### src/rtl/dic_alarm_ctrl.sv
// Keypad-driven time/alarm setting controller with alarm match detection.
// Every output is registered, so a key sampled on one edge is answered after that edge.
module dic_alarm_ctrl (
  input  logic       clk,
  input  logic       rst,
  input  logic       key_valid,
  input  logic [7:0] key_char,
  input  logic [3:0] di_iMtens,
  input  logic [3:0] di_iMones,
  input  logic [3:0] di_iStens,
  input  logic [3:0] di_iSones,
  input  logic [3:0] di_AMtens,
  input  logic [3:0] di_AMones,
  input  logic [3:0] di_AStens,
  input  logic [3:0] di_ASones,
  input  logic       alarm_state,
  output logic       ldMtens,
  output logic       ldMones,
  output logic       ldStens,
  output logic       ldSones,
  output logic       di_ldAMtens,
  output logic       di_ldAMones,
  output logic       di_ldAStens,
  output logic       di_ldASones,
  output logic [3:0] ld_num,
  output logic       enable_alarm,
  output logic       update_alarm,
  output logic       trigger_alarm,
  output logic       dicRun,
  output logic       dicSelectLEDdisp
);

  localparam logic [7:0] KEY_L   = 8'h4C;
  localparam logic [7:0] KEY_A   = 8'h41;
  localparam logic [7:0] KEY_D   = 8'h44;
  localparam logic [7:0] KEY_N   = 8'h4E;
  localparam logic [7:0] KEY_F   = 8'h46;
  localparam logic [7:0] KEY_S   = 8'h53;
  localparam logic [7:0] KEY_ESC = 8'h1B;

  typedef enum logic [1:0] {IDLE, SET_T, SET_A} state_t;

  state_t     state, stateNext;
  logic [1:0] idx, idxNext;
  logic [3:0] ldT, ldTNext;
  logic [3:0] ldA, ldANext;
  logic [3:0] ldNumNext;
  logic       enableNext, updateNext, selNext, triggerNext;
  logic       prevMatch, match, setTrig, clearTrig;
  logic       isDigit, digitOk;
  logic [3:0] slotOneHot;

  assign match = (di_iMtens == di_AMtens) && (di_iMones == di_AMones) &&
                 (di_iStens == di_AStens) && (di_iSones == di_ASones);

  // Low nibble of ASCII '0'-'9' is the digit value; tens slots (even idx) stop at 5.
  assign isDigit    = (key_char >= 8'h30) && (key_char <= 8'h39);
  assign digitOk    = isDigit && (idx[0] || (key_char[3:0] <= 4'd5));
  assign slotOneHot = 4'b1000 >> idx;

  always_comb begin
    stateNext  = state;
    idxNext    = idx;
    ldTNext    = '0;
    ldANext    = '0;
    ldNumNext  = ld_num;
    enableNext = 1'b0;
    updateNext = update_alarm;
    selNext    = 1'b0;
    clearTrig  = 1'b0;
    if (key_valid) begin
      case (state)
        IDLE: begin
          case (key_char)
            KEY_L: begin stateNext = SET_T; idxNext = '0; end
            KEY_A: begin stateNext = SET_A; idxNext = '0; end
            KEY_D: selNext = 1'b1;
            KEY_N: begin enableNext = 1'b1; updateNext = 1'b1; end
            KEY_F: begin enableNext = 1'b1; updateNext = 1'b0; clearTrig = 1'b1; end
            KEY_S: clearTrig = 1'b1;
            default: ;
          endcase
        end
        SET_T, SET_A: begin
          if (key_char == KEY_ESC) begin
            stateNext = IDLE;
          end else if (digitOk) begin
            if (state == SET_T) ldTNext = slotOneHot;
            else                ldANext = slotOneHot;
            ldNumNext = key_char[3:0];
            idxNext   = idx + 2'd1;
            if (idx == 2'd3) stateNext = IDLE;
          end
        end
        default: stateNext = IDLE;
      endcase
    end

    // Clear keys take priority over a simultaneous new match.
    setTrig     = match && !prevMatch && alarm_state && (state == IDLE);
    triggerNext = clearTrig ? 1'b0 : (setTrig ? 1'b1 : trigger_alarm);
  end

  always_ff @(posedge clk or negedge rst) begin
    if (!rst) begin
      state            <= IDLE;
      idx              <= '0;
      ldT              <= '0;
      ldA              <= '0;
      ld_num           <= '0;
      enable_alarm     <= 1'b0;
      update_alarm     <= 1'b0;
      trigger_alarm    <= 1'b0;
      prevMatch        <= 1'b0;
      dicRun           <= 1'b1;
      dicSelectLEDdisp <= 1'b0;
    end else begin
      state            <= stateNext;
      idx              <= idxNext;
      ldT              <= ldTNext;
      ldA              <= ldANext;
      ld_num           <= ldNumNext;
      enable_alarm     <= enableNext;
      update_alarm     <= updateNext;
      trigger_alarm    <= triggerNext;
      prevMatch        <= match;
      dicRun           <= (stateNext != SET_T);
      dicSelectLEDdisp <= selNext;
    end
  end

  assign ldMtens     = ldT[3];
  assign ldMones     = ldT[2];
  assign ldStens     = ldT[1];
  assign ldSones     = ldT[0];
  assign di_ldAMtens = ldA[3];
  assign di_ldAMones = ldA[2];
  assign di_ldAStens = ldA[1];
  assign di_ldASones = ldA[0];

endmodule

### config.mk
export PLATFORM = sky130hd
export DESIGN_NAME = dic_alarm_ctrl
export DESIGN_NICKNAME = d
export VERILOG_FILES = /design/src/rtl/dic_alarm_ctrl.sv
export SDC_FILE = /design/constraint.sdc
export NUM_CORES = 1
export LEC_CHECK = 0
export CORE_ASPECT_RATIO = 0.9
export CORE_UTILIZATION = 37
export CTS_BUF_LIST = sky130_fd_sc_hd__clkbuf_16
export CTS_CLUSTER_DIAMETER = 60
export CTS_CLUSTER_SIZE = 16
export DETAILED_ROUTE_END_ITERATION = 12
export PLACE_DENSITY = 0.8
export SLEW_MARGIN = 20
export SYNTH_ARGS = -nofsm -noshare
export SYNTH_HDL_FRONTEND = slang
export SYNTH_SLANG_ARGS = --single-unit
### constraint.sdc
create_clock -name clk -period 1.84 [get_ports clk]
set_input_delay 0.368 -clock clk [delete_from_list [all_inputs] [get_ports clk]]
set_output_delay 0.368 -clock clk [all_outputs]
set_load 0.005 [all_outputs]
* Yosys cells after proc, flatten, opt, wreduce, memory -nomap -nowiden
Index checks and enable logic that the tools add are counted.
Cells by class: add/sub/neg operators 1, order comparisons 3, equality and inequality tests 18, shift-type cells 1, mux-type cells 32, bitwise operators 1, reduce and logical (&&, ||, !) cells 21
Operator list (number):
- 8-bit by 7-bit == test with 1-bit output, second input constant | 6
- 4-bit 2-to-1 mux | 10
- 4-bit == test | 4
- 2-bit 2-to-1 mux | 7
- 2-bit one-hot mux with 2 select lines | 3
- 1-bit 2-to-1 mux | 11
- 8-bit by 5-bit == test with 1-bit output, second input constant | 1
- 8-bit by 6-bit greater-or-equal comparator with 1-bit output, second input constant | 1
- 8-bit by 6-bit <= comparator with 1-bit output, second input constant | 1
- 1-bit logical AND | 8
- 2-bit OR reduction | 4
- 2-bit != test, second input constant | 3
- 2-bit nonzero test | 3
- 5-bit AND reduction | 1
- 2-bit == test, second input constant | 2
- 4-bit by 3-bit <= comparator with 1-bit output, second input constant | 1
- 4-bit AND reduction | 1
- 4-bit by 2-bit >> shifter with 4-bit output, first input constant | 1
- 3-bit AND reduction | 1
- 2-bit by 1-bit adder with 2-bit output, second input constant | 1
- 2-bit by 1-bit == test with 1-bit output, second input constant | 1
- 2-bit logical NOT | 1
- 2-bit by 1-bit != test with 1-bit output, second input constant | 1
- 1-bit one-hot mux with 2 select lines | 1
- 3 further kinds | 3
Word-level totals: flip-flop bits (word level) 22

* Logic depth before layout (Yosys ltp)
Gate-level depths: netlist (run 1).
depth after elaboration 9, mapped depth 7, gate-level depth less buffers 7

* Worst setup path before layout (run 1)
OpenSTA, ideal clock, no wires.
path type input to register, from in key_char[4], to reg update_alarm, library setup time 0.127 ns, data arrival time 1.776 ns, required time 1.713 ns, slack -0.063 ns, stages on the path 4, buffers on the path 0, path through or4b_4 > or3b_4 > nor2_4 > mux2_1
On the way: word-level cells in the longest chain between the ends 3, elaborated cells between the ends (all ways) 5
Ends and longest elaborated chain:
- start, declared | line 7 | input logic [7:0] key_char,
- 8-bit by 7-bit == test with 1-bit output | line 74 | case (key_char)
- 2-bit nonzero test (no source line)
- 3-bit AND reduction (no source line)
- end signal, assigned | line 124 | update_alarm <= updateNext;
- end, declared | line 27 | output logic update_alarm,
Several ways; a longest one is shown, not always the timed one. A chain may end at the register's enable or synchronous reset.

* Worst setup path in the final report (run 1)
from in key_char[6], to reg dicRun
On the way: word-level cells in the longest chain between the ends 8, elaborated cells between the ends (all ways) 13
Ends and longest elaborated chain:
- 8-bit by 6-bit greater-or-equal comparator with 1-bit output or 8-bit by 6-bit <= comparator with 1-bit output (tied branches) | line 57 | assign isDigit = (key_char >= 8'h30) && (key_char <= 8'h39);
- 1-bit logical AND | line 57
- 1-bit logical AND | line 58 | assign digitOk = isDigit && (idx[0] || (key_char[3:0] <= 4'd5));
- 2-bit 2-to-1 mux | line 87 | end else if (digitOk) begin
- 2-bit 2-to-1 mux | line 85 | if (key_char == KEY_ESC) begin
- 2-bit one-hot mux with 2 select lines (*) | line 72 | case (state)
- 2-bit 2-to-1 mux (*) | line 71 | if (key_valid) begin
- 2-bit by 1-bit != test with 1-bit output (*) | line 127 | dicRun <= (stateNext != SET_T);
- end signal, assigned | line 127
- end, declared | line 29 | output logic dicRun,
Mark *: on every way between the ends. The rest lies on a longest branch, timed or not.

==> flow_summary_export.csv, run 1 <==
group,metric,value,unit
status,status,"complete, no violations",
setup_path,end_kind,"register",
clock_network,cts_tree,"yes",
global_routing,grt_start_max_net_pins,23,
setup_path,start_kind,"input port",
yosys,syn-num-nets,179,
floorplan,coreArea,3403,µm²
sta,slew_viol_final,0,
drt,vias,1325,
sta,tns,0,ns
cells_and_area,final_util,68.60,%
pwr,power_density,861.2,nW/µm²
floorplan,die_area,3860,µm²
yosys,netlist_instances,128,
placement,place_congestion,0.8228,
drt,met3_length,249,µm
drt,viasPerCell,5.019,
yosys,syn_avg_cell_area,10.45,µm²
cells_and_area,multiInputGateArea,783.3,µm²
global_routing,grt_pass1_vias,1378,
yosys,synth_edf_count,0,
pwr,p_leak,0.001075,µW
placement,port_buffers,60,
placement,place_inst,253,
clock_network,path_clk_slew,0.06,ns
yosys,synthDistinctLibCells,40,
cells_and_area,nNetsFinal,272,
floorplan,rows,20,
setup_path,cp.arrival,1.95,ns
clock_network,cts_buffer_depth,2,
yosys,yosysWarnings,0,
drt,wire_per_inst,14.37,µm
placement,hpwl,3.099,mm
sta,fin_skew,0.002173,ns
floorplan,start_util,39.30,%
yosys,async_reset_ff_share,100.0,%
clock_network,ctsHoldBuffers,0,
clock_network,worstSkewPairLatency,0.25,ns
setup_path,crit_required,2.03,ns
cells_and_area,area_growth,74.56,%
global_routing,overflow,0,
global_routing,grtUsageTotal,21.20,%
yosys,ys.flop_type,"dfrtp_1",
clock_network,numClockSinks,22,
sta,maxSlewHeadroom,79.26,%
drt,drcViolationCount,0,
drt,dr.first_iter.drc_count,31,
cells_and_area,regArea,551.8,µm²
pwr,peakVddDrop,0.0004320,V
sta,min_period,1.764,ns
yosys,synth-seq-area-share,41.25,%
global_routing,antenna_found_initial,0,
drt,drtAntennaViolNets,0,
cells_and_area,fill_cells,258,
drt,wl,3.793,mm
cells_and_area,drive_above_1_share,24.55,%
yosys,ys_ff_latch,22,
clock_network,cts_root_buffer,"clkbuf_16",
sta,hold_viol,0,
floorplan,die_w,65.38,µm
floorplan,die_h,59.04,µm
setup_path,worstSetupPathType,"in -> reg",
cells_and_area,diodes,0,
cells_and_area,finalNonFillerCells,264,
floorplan,io_pins,61,
drt,wl_met1,1.574,mm
drt,dr_wl_met2,1.916,mm
clock_network,cts_buffers,3,
sta,finalCritPeriodShare,95.87,%
hold_path,hold_path.class,"in -> async",
flow_run,cap_violations,0,
drt,dr.pass1.iters,4,
drt,top_layer,"met4",
sta,final-setup-viol-count,0,
yosys,syn_area,1338,µm²
sta,layout_setup_ws,0.07606,ns
global_routing,grt_pass1_wl,6.085,mm
clock_network,htree_levels,1,
sta,tightest_slew,0.3100,ns
sta,max_freq,566.9,MHz
placement,pre_cts_slack,-0.5822,ns
setup_path,cp_max_fo,3,
critical path, stage by stage:
cell,delay (ns)
clkdlybuf4s15_1,0.19
or4b_4,0.50
buf_4,0.16
or4_4,0.44
nor2_1,0.12
o31ai_1,0.07
nand3_1,0.11
routing by layer:
metal / GRT usage (%) / vias to the layer above
li1: - / 653
met1: 22.52 / 616
met2: 41.53 / 52
met3: 3.269 / 4
met4: 8.696 / 0
met5: 0 / -
path summary, 6_finish.rpt:
kind,cells past startpoint,slack [ns],endpoint,start
worst max-delay path,7,0.08,dicRun,key_char[6]
worst min-delay path,2,0.45,update_alarm,rst
worst max register to register,6,0.16,idx[0],idx[0]
worst min register to register,1,0.51,ld_num[3],ld_num[3]
max in group asynchronous,2,1.12,dicRun,rst
min in group clk,1,0.51,ld_num[3],ld_num[3]
stage by stage:
| step | hold slack (ns) | area (µm²) | total power (µW) |
|---|---|---|---|
| 2_1_floorplan | 0.07241 | 1341 | 989.3 |
| 3_3_place_gp | 0.4900 | 2162 | 1361 |
| 3_5_place_dp | 0.5023 | 2162 | 1391 |
| 4_1_cts | 0.4594 | 2287 | 1995 |
| 5_1_grt | 0.4954 | 2335 | 2129 |
| 6_report | 0.4487 | 2335 | 2011 |
placed cells by master, fill, tap and decap left out, types with 2 or more instances in the layout:
cell type        count
clkdlybuf4s50_1     52
buf_4               30
dfrtp_1             21
xnor2_1             16
nand2_1              8
nor2_1               8
nand3_1              6
nand4_1              6
ha_1                 6
inv_1                5
a21oi_1              4
and3_1               4
nor3b_1              4
mux2_2               3
clkbuf_16            3
dlygate4sd2_1        3
a31oi_1              2
o21ai_0              2
nor4_1               2
nand3b_1             2
mux2_4               2
clkbuf_2             2
registers in the layout, summed over array words and instances (netlist names), 2 cells and up:
name and cells:
state 2, idx 2, ldT 4, ld_num 4, ldA 4
kinds of logic after synthesis:
family,after synthesis,share of synthesized area (%)
compound gates,17,9.823
xor+xnor,16,10.48
fa+ha+maj,7,6.548
buf+inv,8,2.526
flops,22,41.25
mux,6,4.958
simple gates,52,24.42
cell usage after synthesis, types with 2 or more instances:
master | n | share of area (%)
nand3b_1 | 2 | 1.1
a21oi_1 | 4 | 1.5
nand3_1 | 6 | 2.2
buf_2 | 3 | 1.1
a31oi_1 | 2 | 0.94
nor4_1 | 2 | 0.94
inv_1 | 5 | 1.4
nor3b_1 | 4 | 2.2
nand4_1 | 6 | 2.8
dfrtp_1 | 21 | 39
and3_1 | 4 | 1.9
nand2_1 | 8 | 2.2
xnor2_1 | 16 | 10
ha_1 | 7 | 6.5
mux2_2 | 4 | 3.4
nor2_1 | 8 | 2.2
o21ai_0 | 3 | 1.1
where the power goes:
group | internal (µW) | switching (µW)
logic | 456 | 349
registers | 561 | 45.0
clock network | 432 | 168
layout make-up:
class                           instances  area share [%]
Timing Repair Buffer                   91           35.16
Multi-Input combinational cell         98           33.55
Sequential cell                        22           23.63
Clock buffer                            3           3.215
Tap cell                               44           2.358
Clock inverter                          1           1.286
Inverter                                5          0.8039
what timing repair did:
action,4_1_cts,5_1_grt
setup endpoints to repair,20,13
pin swaps,5,7
gates resized for setup,12,11
buffers inserted,4,3
cloned,0,0
Power figures use the tool's default switching activity.
==> run 2, diff against run 1 <==
--- a/config.mk
+++ b/config.mk
@@ -5,13 +5,15 @@
 export SDC_FILE = /design/constraint.sdc
 export NUM_CORES = 1
 export LEC_CHECK = 0
+export CELL_PAD_IN_SITES_DETAIL_PLACEMENT = 1
+export CELL_PAD_IN_SITES_GLOBAL_PLACEMENT = 1
 export CORE_ASPECT_RATIO = 0.9
-export CORE_UTILIZATION = 37
+export CORE_UTILIZATION = 27
 export CTS_BUF_LIST = sky130_fd_sc_hd__clkbuf_16
 export CTS_CLUSTER_DIAMETER = 60
 export CTS_CLUSTER_SIZE = 16
 export DETAILED_ROUTE_END_ITERATION = 12
-export PLACE_DENSITY = 0.8
+export PLACE_DENSITY = 0.79
 export SLEW_MARGIN = 20
 export SYNTH_ARGS = -nofsm -noshare
 export SYNTH_HDL_FRONTEND = slang
==> flow_summary_export.csv, run 2 (synthesis results as in run 1) <==
group,metric,value,unit
sta,hold_slack,0.4712,ns
setup_path,crit_required,1.98,ns
clock_network,worstSkewPairLatency,0.25,ns
hold_path,hold_path.class,"in -> async",
pwr,power_density,807.6,nW/µm²
setup_path,worstSetupPathType,"in -> reg",
drt,dr.first_iter.drc_count,45,
sta,maxSlewHeadroom,75.46,%
sta,fin_skew,0.002147,ns
sta,slew_viol_final,0,
global_routing,met1_usage,19.03,%
clock_network,path_clk_slew,0.05,ns
global_routing,grtUsageTotal,15.87,%
global_routing,overflow,0,
setup_path,cp.arrival,1.92,ns
floorplan,start_util,29.05,%
status,status,"complete, no violations",
global_routing,grt_pass1_wl,6.348,mm
sta,final-setup-viol-count,0,
drt,drtAntennaViolNets,0,
clock_network,cts_root_buffer,"clkbuf_16",
cells_and_area,diodes,0,
setup_path,cp_max_fo,5,
global_routing,grt_pass1_vias,1277,
clock_network,cts_buffer_depth,2,
sta,hold_viol,0,
cells_and_area,nNetsFinal,267,
cells_and_area,fill_cells,533,
clock_network,cts_buffers,3,
sta,layout_setup_ws,0.06124,ns
sta,min_period,1.779,ns
drt,viasPerCell,4.693,
clock_network,cts_tree,"yes",
cells_and_area,drive_above_1_share,23.26,%
drt,wl,4.093,mm
drt,wire_per_inst,14.78,µm
floorplan,coreArea,4604,µm²
cells_and_area,area_growth,71.47,%
cells_and_area,layout_commonest_cell,"clkdlybuf4s50_1",
drt,drcViolationCount,0,
sta,tightest_slew,0.3647,ns
pwr,peakVddDrop,0.0003364,V
flow_run,cap_violations,0,
placement,place_congestion,0.7557,
placement,port_buffers,60,
global_routing,grt_start_max_net_pins,23,
cells_and_area,largestRegisters,"ldA x4, ldT x4, ld_num x4",
setup_path,start_kind,"input port",
floorplan,rows,23,
cells_and_area,layout.cells.most_common_list,"53 x clkdlybuf4s50_1, 26 x buf_4, 21 x dfrtp_1",
sta,finalCritPeriodShare,96.67,%
global_routing,use_met2,30.91,%
drt,vias,1300,
floorplan,io_pins,61,
setup_path,end_kind,"register",
pwr,p_leak,0.001030,µW
placement,hpwl,3.332,mm
global_routing,globalRouteMet3Util,1.316,%
clock_network,htree_levels,1,
drt,dr.pass1.iters,4,
clock_network,numClockSinks,22,
floorplan,die_area,5240,µm²
floorplan,die_h,68.77,µm
global_routing,antenna_found_initial,0,
floorplan,die_w,76.19,µm
placement,pre_cts_slack,-0.5146,ns
global_routing,busiest_layer,"met2",
sta,max_freq,562.2,MHz
run 2: changes by cell type in the layout (fill, tap and decap cells not counted), sizes merged:
cell,delta
buf,-4
bufinv,-1
clkbuf,-1
clkdlybuf4s15,-1
clkdlybuf4s50,+1
clkinv,+1
run 2: final timing paths:
path / from / endpoint / slack [ns] / cells past startpoint
setup / recovery: key_char[1] / ldT[0] / 0.06 / 7
min in group clk: ld_num[0] / ld_num[0] / 0.51 / 1
hold reg to reg: ld_num[0] / ld_num[0] / 0.51 / 1
max in group asynchronous: rst / dicRun / 1.09 / 2
setup reg to reg: state[0] / idx[0] / 0.09 / 6
hold / removal: rst / ldA[1] / 0.47 / 2
run 2: per-layer routing:
layer  wire length [µm]  up-vias
met5                  0        -
met1               1815      624
met3                109        4
met4                 41        0
met2               2126       32
li1                   -      640
run 2: worst max-delay path, cell delays in order:
cell	delay, ns
clkdlybuf4s50_1	0.49
o21ai_0	0.10
a21oi_1	0.17
and2b_1	0.21
buf_4	0.15
and4_1	0.23
and3_1	0.19
run 2: report_power, final:
group / switching, µW / total [µW] / internal [µW]
logic: 354 / 794 / 439
registers: 46.4 / 608 / 561
clock network: 161 / 451 / 290
total: 562 / 1850 / 1290
run 2: layout make-up:
| type | count | area, µm² | area share (%) |
|---|---|---|---|
| sequential | 22 | 551.8 | 24.06 |
| timing repair buffer | 86 | 779.5 | 33.99 |
| clock buffer | 3 | 75.07 | 3.273 |
| multi-input combinational | 98 | 787.0 | 34.32 |
| clock inverter | 1 | 3.754 | 0.1637 |
| inverter | 5 | 18.77 | 0.8183 |
| tap | 62 | 77.57 | 3.382 |
run 2: repair_timing:
item	in CTS	in global routing
setup endpoints to repair	20	10
resized for setup	14	7
buffers inserted	1	2
pin swaps	3	4
hold buffers	0	0
run 2: metrics by stage:
step           utilization [%]  instances  area, µm²  power [µW]   TNS (ns)
3_5_place_dp             47.28        270       2177        1396     -7.506
2_1_floorplan                -        128       1341       989.3  -0.005697
6_report                 49.81        277       2293        1852          0
4_1_cts                  48.94        275       2253        1853          0
5_1_grt                  49.81        277       2293        1957   -0.03360
3_3_place_gp             47.28        270       2177        1362     -6.886
==> run 3, diff against run 2 <==
--- a/config.mk
+++ b/config.mk
@@ -5,15 +5,17 @@
 export SDC_FILE = /design/constraint.sdc
 export NUM_CORES = 1
 export LEC_CHECK = 0
+export CAP_MARGIN = 20
 export CELL_PAD_IN_SITES_DETAIL_PLACEMENT = 1
 export CELL_PAD_IN_SITES_GLOBAL_PLACEMENT = 1
 export CORE_ASPECT_RATIO = 0.9
-export CORE_UTILIZATION = 27
+export CORE_UTILIZATION = 41
 export CTS_BUF_LIST = sky130_fd_sc_hd__clkbuf_16
 export CTS_CLUSTER_DIAMETER = 60
 export CTS_CLUSTER_SIZE = 16
 export DETAILED_ROUTE_END_ITERATION = 12
-export PLACE_DENSITY = 0.79
+export DONT_BUFFER_PORTS = 1
+export PLACE_DENSITY = 0.78
 export SLEW_MARGIN = 20
 export SYNTH_ARGS = -nofsm -noshare
 export SYNTH_HDL_FRONTEND = slang
==> flow_summary_export.csv, run 3 (synthesis results as in run 1) <==
group,metric,value,unit
global_routing,grt_start_max_net_pins,23,
status,status,"complete, no violations",
drt,viasPerCell,5.783,
sta,rsz0062_at_grt,"false",
pwr,p_total,1761,µW
setup_path,worstPathCellList,"inv_1 > ha_2 > nand2_2 > o41ai_4 > nor2_1 > or3b_1",
clock_network,cts_tree,"yes",
flow_run,cap_violations,0,
clock_network,htree_levels,1,
drt,wl,3.204,mm
floorplan,die_h,56.19,µm
sta,hold_viol,0,
cells_and_area,drive_above_1_share,20.29,%
setup_path,max_stage_delay,0.43,ns
setup_path,worstSetupPathType,"reg -> reg",
cells_and_area,largestRegisters,"ldA x4, ldT x4, ld_num x4",
setup_path,end_kind,"register",
floorplan,coreArea,3090,µm²
setup_path,start_kind,"register",
hold_path,hold_start,"key_char[1]",
global_routing,grtUsageTotal,19.40,%
sta,final-setup-viol-count,0,
global_routing,grt_pass1_vias,1088,
setup_path,r2r-end,"idx[0]",
pwr,peakVddDrop,0.0004152,V
sta,slew_viol_final,0,
drt,vias,1041,
sta,max_freq,578.5,MHz
setup_path,ff2ff_setup_slack,0.11,ns
cells_and_area,layout_commonest_cell,"dfrtp_1",
cells_and_area,final_util,50.69,%
cells_and_area,diodes,0,
placement,place_congestion,0.7671,
setup_path,cp_slowest_cell,"o41ai_4",
drt,drcViolationCount,0,
setup_path,rr_startpoint,"state[1]",
pwr,p_leak,0.0007069,µW
floorplan,start_util,43.28,%
sta,min_period,1.729,ns
cells_and_area,nNetsFinal,190,
setup_path,cp_max_fo,4,
drt,dr.pass1.iters,4,
setup_path,cp.arrival,1.86,ns
clock_network,worstSkewPairLatency,0.25,ns
pwr,power_density,1124,nW/µm²
floorplan,io_pins,61,
clock_network,path_clk_slew,0.06,ns
floorplan,die_area,3495,µm²
floorplan,rows,19,
global_routing,antenna_found_initial,0,
clock_network,cts_buffers,3,
setup_path,crit_buf_inv,1,
setup_path,critPathTopFamily,"simple AND/OR/NAND/NOR gates",
setup_path,crit_required,1.97,ns
drt,dr.first_iter.drc_count,23,
hold_path,hold_end,"dicSelectLEDdisp",
global_routing,overflow,0,
clock_network,cts_root_buffer,"clkbuf_16",
clock_network,cts_buffer_depth,2,
clock_network,numClockSinks,22,
setup_path,r2r_cells,6,
sta,maxSlewHeadroom,71.97,%
placement,hpwl,2.520,mm
cells_and_area,layout.cells.most_common_list,"21 x dfrtp_1, 16 x xnor2_1, 8 x nor2_1",
sta,tightest_slew,0.4147,ns
sta,fin_skew,0.001271,ns
global_routing,grt_pass1_wl,5.175,mm
sta,finalCritPeriodShare,93.95,%
placement,port_buffers,0,
cells_and_area,area_growth,17.12,%
hold_path,hold_path.class,"in -> reg",
floorplan,die_w,62.21,µm
drt,wire_per_inst,17.80,µm
hold_path,holdPathStages,1,
drt,drtAntennaViolNets,0,
## run 3: changes by cell type in the layout (fill, tap and decap cells not counted), sizes merged
cell,delta
clkdlybuf4s50,-53
buf,-20
dlygate4sd2,-3
bufinv,+1
clkbuf,-1
clkinv,-1
dlygate4sd3,+1
dlymetal6s2s,-1
## run 3: how the worst max path moves through the flow
stage,depth (start not counted),endpoint,slack (ns),start
6_report,6,idx[0],0.11,state[1]
5_1_grt,6,idx[0],0.0001,state[1]
4_1_cts,6,idx[0],0.06,state[0]
3_5_place_dp,4,update_alarm,-0.04,key_char[7]
3_3_place_gp,4,update_alarm,-0.02,key_char[7]
2_1_floorplan,4,update_alarm,-0.006,key_char[7]
## run 3: metrics by stage
step                instances    TNS, ns  hold WS [ns]  setup WS (ns)  instance area [µm²]
floorplan                 128  -0.005697       0.07241      -0.005697                 1341
global route              180          0        0.1713      0.0001139                 1567
CTS                       178          0        0.1751        0.05815                 1539
global placement          173   -0.02140       0.07284       -0.02140                 1424
finish                    180          0        0.1778         0.1114                 1567
detailed placement        173   -0.05975       0.07286       -0.03775                 1424
## run 3: area by class of cell
| class | count | area (µm²) |
|---|---|---|
| fillers | 347 | 1524 |
| multi-input cells | 98 | 760.7 |
| flip-flops and latches | 22 | 551.8 |
| repair buffers | 9 | 77.57 |
| clock buffers | 3 | 75.07 |
| well taps | 42 | 52.55 |
| clock inverters | 1 | 30.03 |
| inverters | 5 | 18.77 |
## run 3: power by group
part	switching [µW]	leakage, µW	internal [µW]
clock	168	0.0000511	432
combinational	277	0.000364	263
sequential	59.2	0.000291	562
total	504	0.000707	1260
## run 3: metal layers
layer / track usage, % / wire (µm) / vias up
met4: 10.96 / 72 / 0
li1: - / - / 484
met2: 33.28 / 1557 / 51
met3: 4.098 / 260 / 5
met5: 0 / 0 / -
met1: 22.57 / 1314 / 501
## run 3: worst reg2reg max path, stage by stage (launching register included)
cell,delay [ns]
dfrtp_1,0.37
inv_1,0.10
ha_2,0.20
nand2_2,0.09
o41ai_4,0.43
nor2_1,0.07
or3b_1,0.35
## run 3: timing repair
action | 4_1_cts | 5_1_grt
endpoints found under the hold margin | 22 | 0
setup endpoints to repair | 0 | 1
hold buffers | 1 | 0
buffers inserted | 0 | 1
gates resized for setup | 0 | 3
